===== config.mk =====
export PLATFORM = sky130hd
export DESIGN_NAME = mem_arbiter
export DESIGN_NICKNAME = d
export VERILOG_FILES = /design/src/rtl/mem_arbiter.sv
export SDC_FILE = /design/constraint.sdc
export NUM_CORES = 1
export LEC_CHECK = 0
export BUFFER_PORTS_ARGS = -buffer_cell sky130_fd_sc_hd__buf_2
export CAP_MARGIN = 40
export CORE_MARGIN = 3
export CORE_UTILIZATION = 39
export CTS_BUF_LIST = sky130_fd_sc_hd__clkbuf_2 sky130_fd_sc_hd__clkbuf_4 sky130_fd_sc_hd__clkbuf_8
export CTS_CLUSTER_SIZE = 40
export DETAILED_ROUTE_END_ITERATION = 10
export MAX_ROUTING_LAYER = met4
export PLACE_DENSITY = 0.93
export SLEW_MARGIN = 10
export SYNTH_ARGS = -nofsm -noshare
export SYNTH_HDL_FRONTEND = slang
export SYNTH_SLANG_ARGS = --single-unit

===== constraint.sdc =====
create_clock -name clk -period 2.1 [get_ports clk]
set_clock_uncertainty 0.15 [all_clocks]
set_input_delay 0.42 -clock clk [delete_from_list [all_inputs] [get_ports clk]]
set_output_delay 0.42 -clock clk [all_outputs]
set_load 0.02 [all_outputs]

===== src/rtl/mem_arbiter.sv =====
// Two-port (CPU / DMA) arbiter in front of a single-ported memory with a ready handshake.
// Define ARB_ROUND_ROBIN_EN for round-robin arbitration; otherwise port 0 has fixed priority.
module mem_arbiter #(
  parameter int ADDR_W = 32,
  parameter int DATA_W = 16
) (
  input  logic              clk,
  input  logic              rst,
  input  logic              req0,
  input  logic              req1,
  input  logic [ADDR_W-1:0] addr0,
  input  logic [ADDR_W-1:0] addr1,
  input  logic [DATA_W-1:0] wdata0,
  input  logic [DATA_W-1:0] wdata1,
  input  logic              wr0,
  input  logic              wr1,
  output logic              ack0,
  output logic              ack1,
  output logic [DATA_W-1:0] rdata0,
  output logic [DATA_W-1:0] rdata1,
  output logic              gnt0,
  output logic              gnt1,
  output logic [ADDR_W-1:0] mem_addr,
  output logic [DATA_W-1:0] mem_write,
  output logic              mem_we,
  output logic              mem_re,
  input  logic [DATA_W-1:0] mem_read,
  input  logic              mem_ready
);

  typedef enum logic [1:0] {IDLE, ISSUE, RDATA} state_t;

  state_t            state, nextState;
  logic              ownerQ;          // 0 = port 0 owns the bus, 1 = port 1
  logic              grantValid;
  logic              grantPort;
  logic [DATA_W-1:0] rdata0Q, rdata1Q;

  logic              ownReq, ownWr;
  logic [ADDR_W-1:0] ownAddr;
  logic [DATA_W-1:0] ownWdata;
  logic              issuing;
  logic              ackNow;

`ifdef ARB_ROUND_ROBIN_EN
  logic lastGrant;
`endif

  // Arbitration decision, only consumed while IDLE.
  always_comb begin
    grantValid = req0 | req1;
`ifdef ARB_ROUND_ROBIN_EN
    grantPort  = (req0 && req1) ? ~lastGrant : !req0;
`else
    grantPort  = !req0;
`endif
  end

  // Owner's live request lines; the owner must hold them stable until ack.
  assign ownReq   = ownerQ ? req1   : req0;
  assign ownWr    = ownerQ ? wr1    : wr0;
  assign ownAddr  = ownerQ ? addr1  : addr0;
  assign ownWdata = ownerQ ? wdata1 : wdata0;

  // A dropped request while ISSUE aborts the access in that same cycle.
  assign issuing = (state == ISSUE) && ownReq && !rst;

  // NOTE: every always_comb output gets a default first so no path leaves it unassigned (no latches).
  always_comb begin
    nextState = state;
    ackNow    = 1'b0;
    unique case (state)
      IDLE: begin
        if (grantValid) nextState = ISSUE;
      end
      ISSUE: begin
        if (!ownReq) begin
          nextState = IDLE;
        end else if (mem_ready) begin
          nextState = ownWr ? IDLE : RDATA;
          ackNow    = ownWr;
        end
      end
      RDATA: begin
        nextState = IDLE;
        ackNow    = 1'b1;
      end
      default: nextState = IDLE;
    endcase
  end

  // NOTE: sequential state uses non-blocking assignments so every register samples pre-edge values.
  always_ff @(posedge clk) begin
    if (rst) begin
      state   <= IDLE;
      ownerQ  <= 1'b0;
      rdata0Q <= '0;
      rdata1Q <= '0;
`ifdef ARB_ROUND_ROBIN_EN
      lastGrant <= 1'b1;
`endif
    end else begin
      state <= nextState;
      if (state == IDLE && grantValid) begin
        ownerQ <= grantPort;
`ifdef ARB_ROUND_ROBIN_EN
        lastGrant <= grantPort;
`endif
      end
      if (state == RDATA) begin
        if (ownerQ) rdata1Q <= mem_read;
        else        rdata0Q <= mem_read;
      end
    end
  end

  // All outputs are forced to zero while reset is asserted, even mid-transfer.
  assign gnt0 = !rst && (state != IDLE) && !ownerQ;
  assign gnt1 = !rst && (state != IDLE) &&  ownerQ;
  assign ack0 = !rst && ackNow && !ownerQ;
  assign ack1 = !rst && ackNow &&  ownerQ;

  // Read data bypasses the register during the ack cycle, then holds.
  assign rdata0 = rst ? '0 : ((state == RDATA && !ownerQ) ? mem_read : rdata0Q);
  assign rdata1 = rst ? '0 : ((state == RDATA &&  ownerQ) ? mem_read : rdata1Q);

  assign mem_addr  = issuing ? ownAddr  : '0;
  assign mem_write = issuing ? ownWdata : '0;
  assign mem_we    = issuing &&  ownWr;
  assign mem_re    = issuing && !ownWr;

endmodule


==> flow_summary_export.csv, run 1 <==
group,metric,value,unit
finish,most_frequent_cells_in_the_layout,"buf_2 (122), buf_4 (60), nand2_1 (49), a21oi_1 (48), mux2i_1 (41)",
synth,synth.ff_latch_count,35,
synth,ys_warn_count,0,
timing,worst_slew_margin_rel,79.1,%
timing,rsz0062_at_grt,"yes",
synth,synth_sequential_area_ratio,30.1,%
synth,synthDominantAreaCellType,"dfxtp_1",
clock_network,cts_hold_repair.buffers,0,
placement,postPlaceCellArea,3450,sq um
min_path,worstHoldPathType,"primary input to flop",
finish,layout-drive-gt1-share,60.7,%
detailed_routing,drtPass1Iterations,5,
timing,post-route-period-util,106,%
floorplan,core,5640,sq um
clock_network,tritoncts_num_sinks,35,
synth,leading_post_synthesis_cells_by_cell_area,"dfxtp_1 (30%), mux2i_1 (21%), a21oi_1 (14%), nand2_1 (10%), nor2_1 (8.2%)",
finish,filler_cell_count,333,
power,internal_power,1.28,mW
critical_path,rrSetupSlack,0.43,ns
detailed_routing,num_vias,3245,
clock_network,clk-insertion-delay-late,0.28,ns
synth,syn_inst,319,
placement,detailedPlacementHpwl,7010,um
critical_path,worst_ep_arrival,1.65,ns
detailed_routing,drt-initial-drc-count,140,
critical_path,worst_setup_ep_type,"output pin",
critical_path,worst-setup-path-type,"flop to output pin",
clock_network,clockBufferDepth,2,
finish,total_number_of_nets_in_the_final_design,649,
timing,hold-worst-slack,0.228,ns
floorplan,die_w,83.3,um
floorplan,die_area,6930,sq um
clock_network,ctsHtreeMaxLevel,2,
finish,multi_input_area,1930,sq um
timing,period_needed,2.22,ns
detailed_routing,drc_errors,0,
floorplan,die_h,83.3,um
global_routing,globalRoute.totalOverflow,0,
timing,slew_at_the_pin_closest_to_its_max_slew_limit,0.305,ns
timing,setup_violations,82,
global_routing,global_route_wire_length_before_repair,15100,um
synth,yosysTopAreaCellShare,30.1,%
synth,synth_edf_count,0,
run_status,violations,"negative setup slack",
finish,leading_cell_type_in_the_layout_fill_and_taps_excluded,"buf_2",
global_routing,first_global_vias,3142,
clock_network,cts_buffers,5,
finish,area_growth,97.2,%
placement,detailedPlace.worstSlack,0.0341,ns
floorplan,placement_rows,27,
job,timing.max_cap.violations,0,
critical_path,critical_path.max_fanout,19,
placement,portBuffers,204,
critical_path,critPathLaunchType,"flop",
detailed_routing,avgRoutedWirePerCell,19.0,um
clock_network,clock-root-buffer,"clkbuf_8",
synth,synth_async_sr_flop_share,0,%
critical_path,worst_ep_required_time,1.53,ns
timing,count_of_pins_over_their_slew_limit,0,
timing,max_clock_freq,450,MHz
run_status,status,"complete, but fails checks",
global_routing,grt_antenna_before_repair,0,
floorplan,num_io_pins,205,
finish,final_cell_area,4590,sq um
synth,post_synthesis_instance_area,2330,sq um
global_routing,grt_start_max_net_pins,65,
global_routing,global_route_total_usage_across_every_layer,27.3,%
detailed_routing,via_density,5.42,
synth,synth_nets,441,
power,power.share.combinational,38.0,%
clock_network,worst_setup_hold_path_clk_slew,0.08,ns
power,power.switching,0.621,mW
clock_network,tritoncts_clock_tree,"built",
finish,antenna_cells,0,
synth,synth.distinct_cells,31,
detailed_routing,postRouteWirelength,11400,um
power,power_leakage,2.05,nW
finish,layout.area.seq,712,sq um
power,power.density,414,nW/um^2
power,pwr-share-clk,26.2,%
timing,final_hold_viol_count,0,
timing,timing.final.ws_setup,-0.121,ns
synth,post_synth.cell_area_avg,7.30,sq um
detailed_routing,ant_nets,0,
synth,dominantRegCellSynth,"dfxtp_1",
power,seqPwrFrac,35.8,%
power,peakVddDrop,0.334,mV
placement,place.gp.congestion,0.835,
power,swShare,32.7,%
floorplan,start_util,41.3,%
[synth_stat cells, types with 2 or more instances]
master,n
buf_2,8
dfxtp_1,35
inv_1,3
clkbuf_1,8
clkbuf_2,3
buf_4,7
ha_1,3
nand2_1,65
mux2i_1,49
nor2_1,51
and2_1,2
a21oi_1,66
[kinds of logic after synthesis]
group	count (synthesis)	synth area share, %
DFF	35	30.1
and+or+nand+nor	130	23.7
muxes	51	22.2
buffers and inverters	30	6.88
adders and majority gates	3	1.61
AOI/OAI and AO/OA	70	15.5
[area by class of cell]
type | instances | area share [%]
flip-flops and latches | 35 | 15.5
repair buffers | 228 | 38.1
well taps | 72 | 1.96
multi-input cells | 254 | 42.2
clock inverters | 1 | 0.109
clock buffers | 6 | 1.80
inverters | 3 | 0.355
[repair_timing]
action,in CTS,in global routing
buffers inserted,5,1
setup endpoints to repair,84,84
pin swaps,14,25
cloned,3,4
resized for setup,100,146
endpoints found under the hold margin,0,0
[critical path, stage by stage, from the launching register on]
cell and delay [ns]:
dfxtp_4 0.37, buf_4 0.12, ha_4 0.16, nand3b_4 0.18, buf_16 0.22, nor2_1 0.14
buf_4 0.17
[state kept, by name (all words and copies together), names as in the netlist]
| register | count |
|---|---|
| rdata0Q | 16 |
| rdata1Q | 16 |
| state | 2 |
| ownerQ | 1 |
[through the flow]
stage / utilization (%) / cells / power [mW] / TNS (ns)
after CTS: 70.2 / 594 / 1.74 / -0.987
after detailed placement: 61.2 / 579 / 1.18 / 0
after global placement: 61.2 / 579 / 1.16 / 0
final: 81.3 / 599 / 1.90 / -5.60
after global routing: 81.3 / 599 / 1.97 / -10.61
after floorplan: - / 319 / 0.974 / 0
[path summary, 6_finish.rpt]
path	from	cells after the start	endpoint
max	state[0]	6	mem_write[0]
min	req0	2	ownerQ
max reg2reg	state[1]	5	state[0]
min reg2reg	rdata1Q[2]	2	rdata1Q[2]
[power groups by stage]
| stage | logic [mW] | registers, mW | clock network, mW |
|---|---|---|---|
| after CTS | 0.564 | 0.681 | 0.497 |
| final | 0.721 | 0.680 | 0.499 |
| after global placement | 0.471 | 0.694 | 0 |
| after floorplan | 0.284 | 0.690 | 0 |
| after global routing | 0.754 | 0.681 | 0.532 |
| after detailed placement | 0.485 | 0.695 | 0 |
[routing by layer]
layer | share of wire [%] | wire (um) | GRT usage [%] | up-vias
met3 | 6.1 | 692 | 4.46 | 44
met4 | 4.3 | 488 | 11.0 | 0
met1 | 35 | 4000 | 28.6 | 1515
met2 | 54 | 6190 | 50.7 | 181
met5 | 0 | 0 | - | -
li1 | - | - | - | 1505
Power figures use the tool's default switching activity.
==> run 2: changes to the inputs <==
- CORE_UTILIZATION: 39 -> 35
- PLACE_DENSITY: 0.93 -> 0.88
- clock period: 2.1 -> 1.95 ns (I/O delays scaled with it)
==> flow_summary_export.csv, run 2 (same netlist as run 1, synthesis figures left out) <==
group,metric,value,unit
run_status,status,"complete, but fails checks",
run_status,violations,"negative setup slack",
timing,max_clock_freq,456,MHz
timing,rsz0062_at_grt,"yes",
clock_network,cts_buffers,5,
timing,hold-worst-slack,0.247,ns
job,timing.max_cap.violations,0,
global_routing,grt_antenna_before_repair,0,
global_routing,first_global_vias,3123,
timing,slew_at_the_pin_closest_to_its_max_slew_limit,0.306,ns
finish,final_core_utilization,78.4,%
finish,final_cell_count_without_fillers,631,
floorplan,die_w,87.5,um
critical_path,worst_ep_required_time,1.41,ns
timing,setup_violations,84,
timing,final_hold_viol_count,0,
clock_network,tritoncts_clock_tree,"built",
floorplan,start_util,36.4,%
timing,count_of_pins_over_their_slew_limit,0,
placement,portBuffers,204,
global_routing,grt_start_max_net_pins,49,
global_routing,global_route_total_usage_across_every_layer,25.4,%
finish,reg.largest.list,"rdata0Q: 16 flops, rdata1Q: 16 flops, state: 2 flops",
clock_network,clock-root-buffer,"clkbuf_8",
clock_network,cts_hold_repair.buffers,0,
floorplan,num_io_pins,205,
critical_path,timing.rr.start,"state[1]",
detailed_routing,drt-initial-drc-count,146,
timing,tns,-15.68,ns
timing,post-route-period-util,112,%
finish,area_growth,115,%
global_routing,global_route_wire_length_before_repair,15000,um
global_routing,globalRoute.totalOverflow,0,
detailed_routing,via_density,5.34,
critical_path,critical_path.reg2reg.endpoint,"state[1]",
timing,timing.final.ws_setup,-0.243,ns
critical_path,rrSetupSlack,0.29,ns
critical_path,worst-setup-path-type,"flop to output pin",
placement,numPlacedInstances,601,
detailed_routing,avgRoutedWirePerCell,18.6,um
min_path,worst_hold_path.endpoint,"rdata0Q[12]",
timing,worst_slew_margin_rel,79.2,%
finish,total_number_of_nets_in_the_final_design,675,
clock_network,clockBufferDepth,2,
critical_path,worst_ep_arrival,1.65,ns
finish,final_cell_area,5010,sq um
finish,most_frequent_cells_in_the_layout,"buf_2 (149), buf_4 (52), mux2i_1 (38), nor2_1 (38), buf_6 (37)",
power,power.density,445,nW/um^2
power,power.total,2.23,mW
finish,layout-drive-gt1-share,67.0,%
floorplan,die_area,7660,sq um
detailed_routing,drtPass1Iterations,5,
finish,antenna_cells,0,
critical_path,critical_path.max_fanout,25,
clock_network,ctsHtreeMaxLevel,2,
critical_path,critPathLaunchType,"flop",
floorplan,die_h,87.5,um
power,peakVddDrop,0.493,mV
min_path,startpoint_of_the_most_critical_hold_path,"mem_read[12]",
critical_path,worst_setup_ep_type,"output pin",
min_path,hold-path-cell-count,3,
clock_network,worst_setup_hold_path_clk_slew,0.07,ns
placement,place.gp.congestion,0.934,
clock_network,tritoncts_num_sinks,35,
timing,period_needed,2.19,ns
placement,detailedPlace.worstSlack,-0.0718,ns
power,power_leakage,2.35,nW
detailed_routing,num_vias,3368,
detailed_routing,ant_nets,0,
floorplan,placement_rows,29,
placement,postPlaceCellArea,3670,sq um
critical_path,reg2reg_depth,6,
detailed_routing,drc_errors,0,
clock_network,clk-insertion-delay-late,0.28,ns
placement,detailedPlacementHpwl,7300,um
floorplan,core,6390,sq um
min_path,worstHoldPathType,"primary input to flop",
detailed_routing,postRouteWirelength,11700,um
finish,leading_cell_type_in_the_layout_fill_and_taps_excluded,"buf_2",
## run 2: cell types whose count changed in the layout (fill, tap and decap cells not counted), sizes merged
cell and change:
buf +25, bufbuf +1, bufinv +1
## run 2: area by class of cell
class	count	area (sq um)
clock inverter	2	35.0
clock buffer	6	82.6
fill	362	1380
inverter	3	13.8
timing repair buffer	254	1920
tap	77	96.3
sequential	35	712
multi-input combinational	254	2150
## run 2: power by group
| group | switching [mW] | internal, mW |
|---|---|---|
| Clock | 0.262 | 0.414 |
| Combinational | 0.413 | 0.403 |
| Sequential | 0.0112 | 0.723 |
| Total | 0.687 | 1.54 |
## run 2: worst max-delay path, cell delays in order, from the launching register on
cell and delay, ns:
dfxtp_4 0.38, buf_12 0.11, ha_4 0.16, nand3b_4 0.17, buf_16 0.21, nor2_1 0.14, buf_2 0.19
## run 2: layer usage
| metal | vias to the layer above | track usage, % | wire length, um |
|---|---|---|---|
| li1 | 1549 | - | - |
| met1 | 1576 | 26.6 | 4080 |
| met2 | 198 | 48.5 | 6520 |
| met3 | 45 | 2.92 | 672 |
| met4 | 0 | 8.79 | 454 |
| met5 | - | - | 0 |
## run 2: worst max-delay path by stage
stage | slack [ns] | endpoint | from | cells past startpoint
2_1_floorplan | 0.01 | rdata0[10] | state[0] | 7
3_3_place_gp | -0.03 | ack1 | wr1 | 6
3_5_place_dp | -0.07 | ack1 | state[1] | 6
4_1_cts | -0.18 | ack1 | ownerQ | 4
5_1_grt | -0.29 | mem_addr[7] | ownerQ | 5
6_report | -0.24 | mem_addr[7] | state[0] | 6
## run 2: timing repair
item                                    4_1_cts  5_1_grt
gates resized for setup                     113      129
endpoints found under the setup margin       86       86
pin swaps                                    18       60
gates cloned                                  4        4
setup buffers                                 3       12
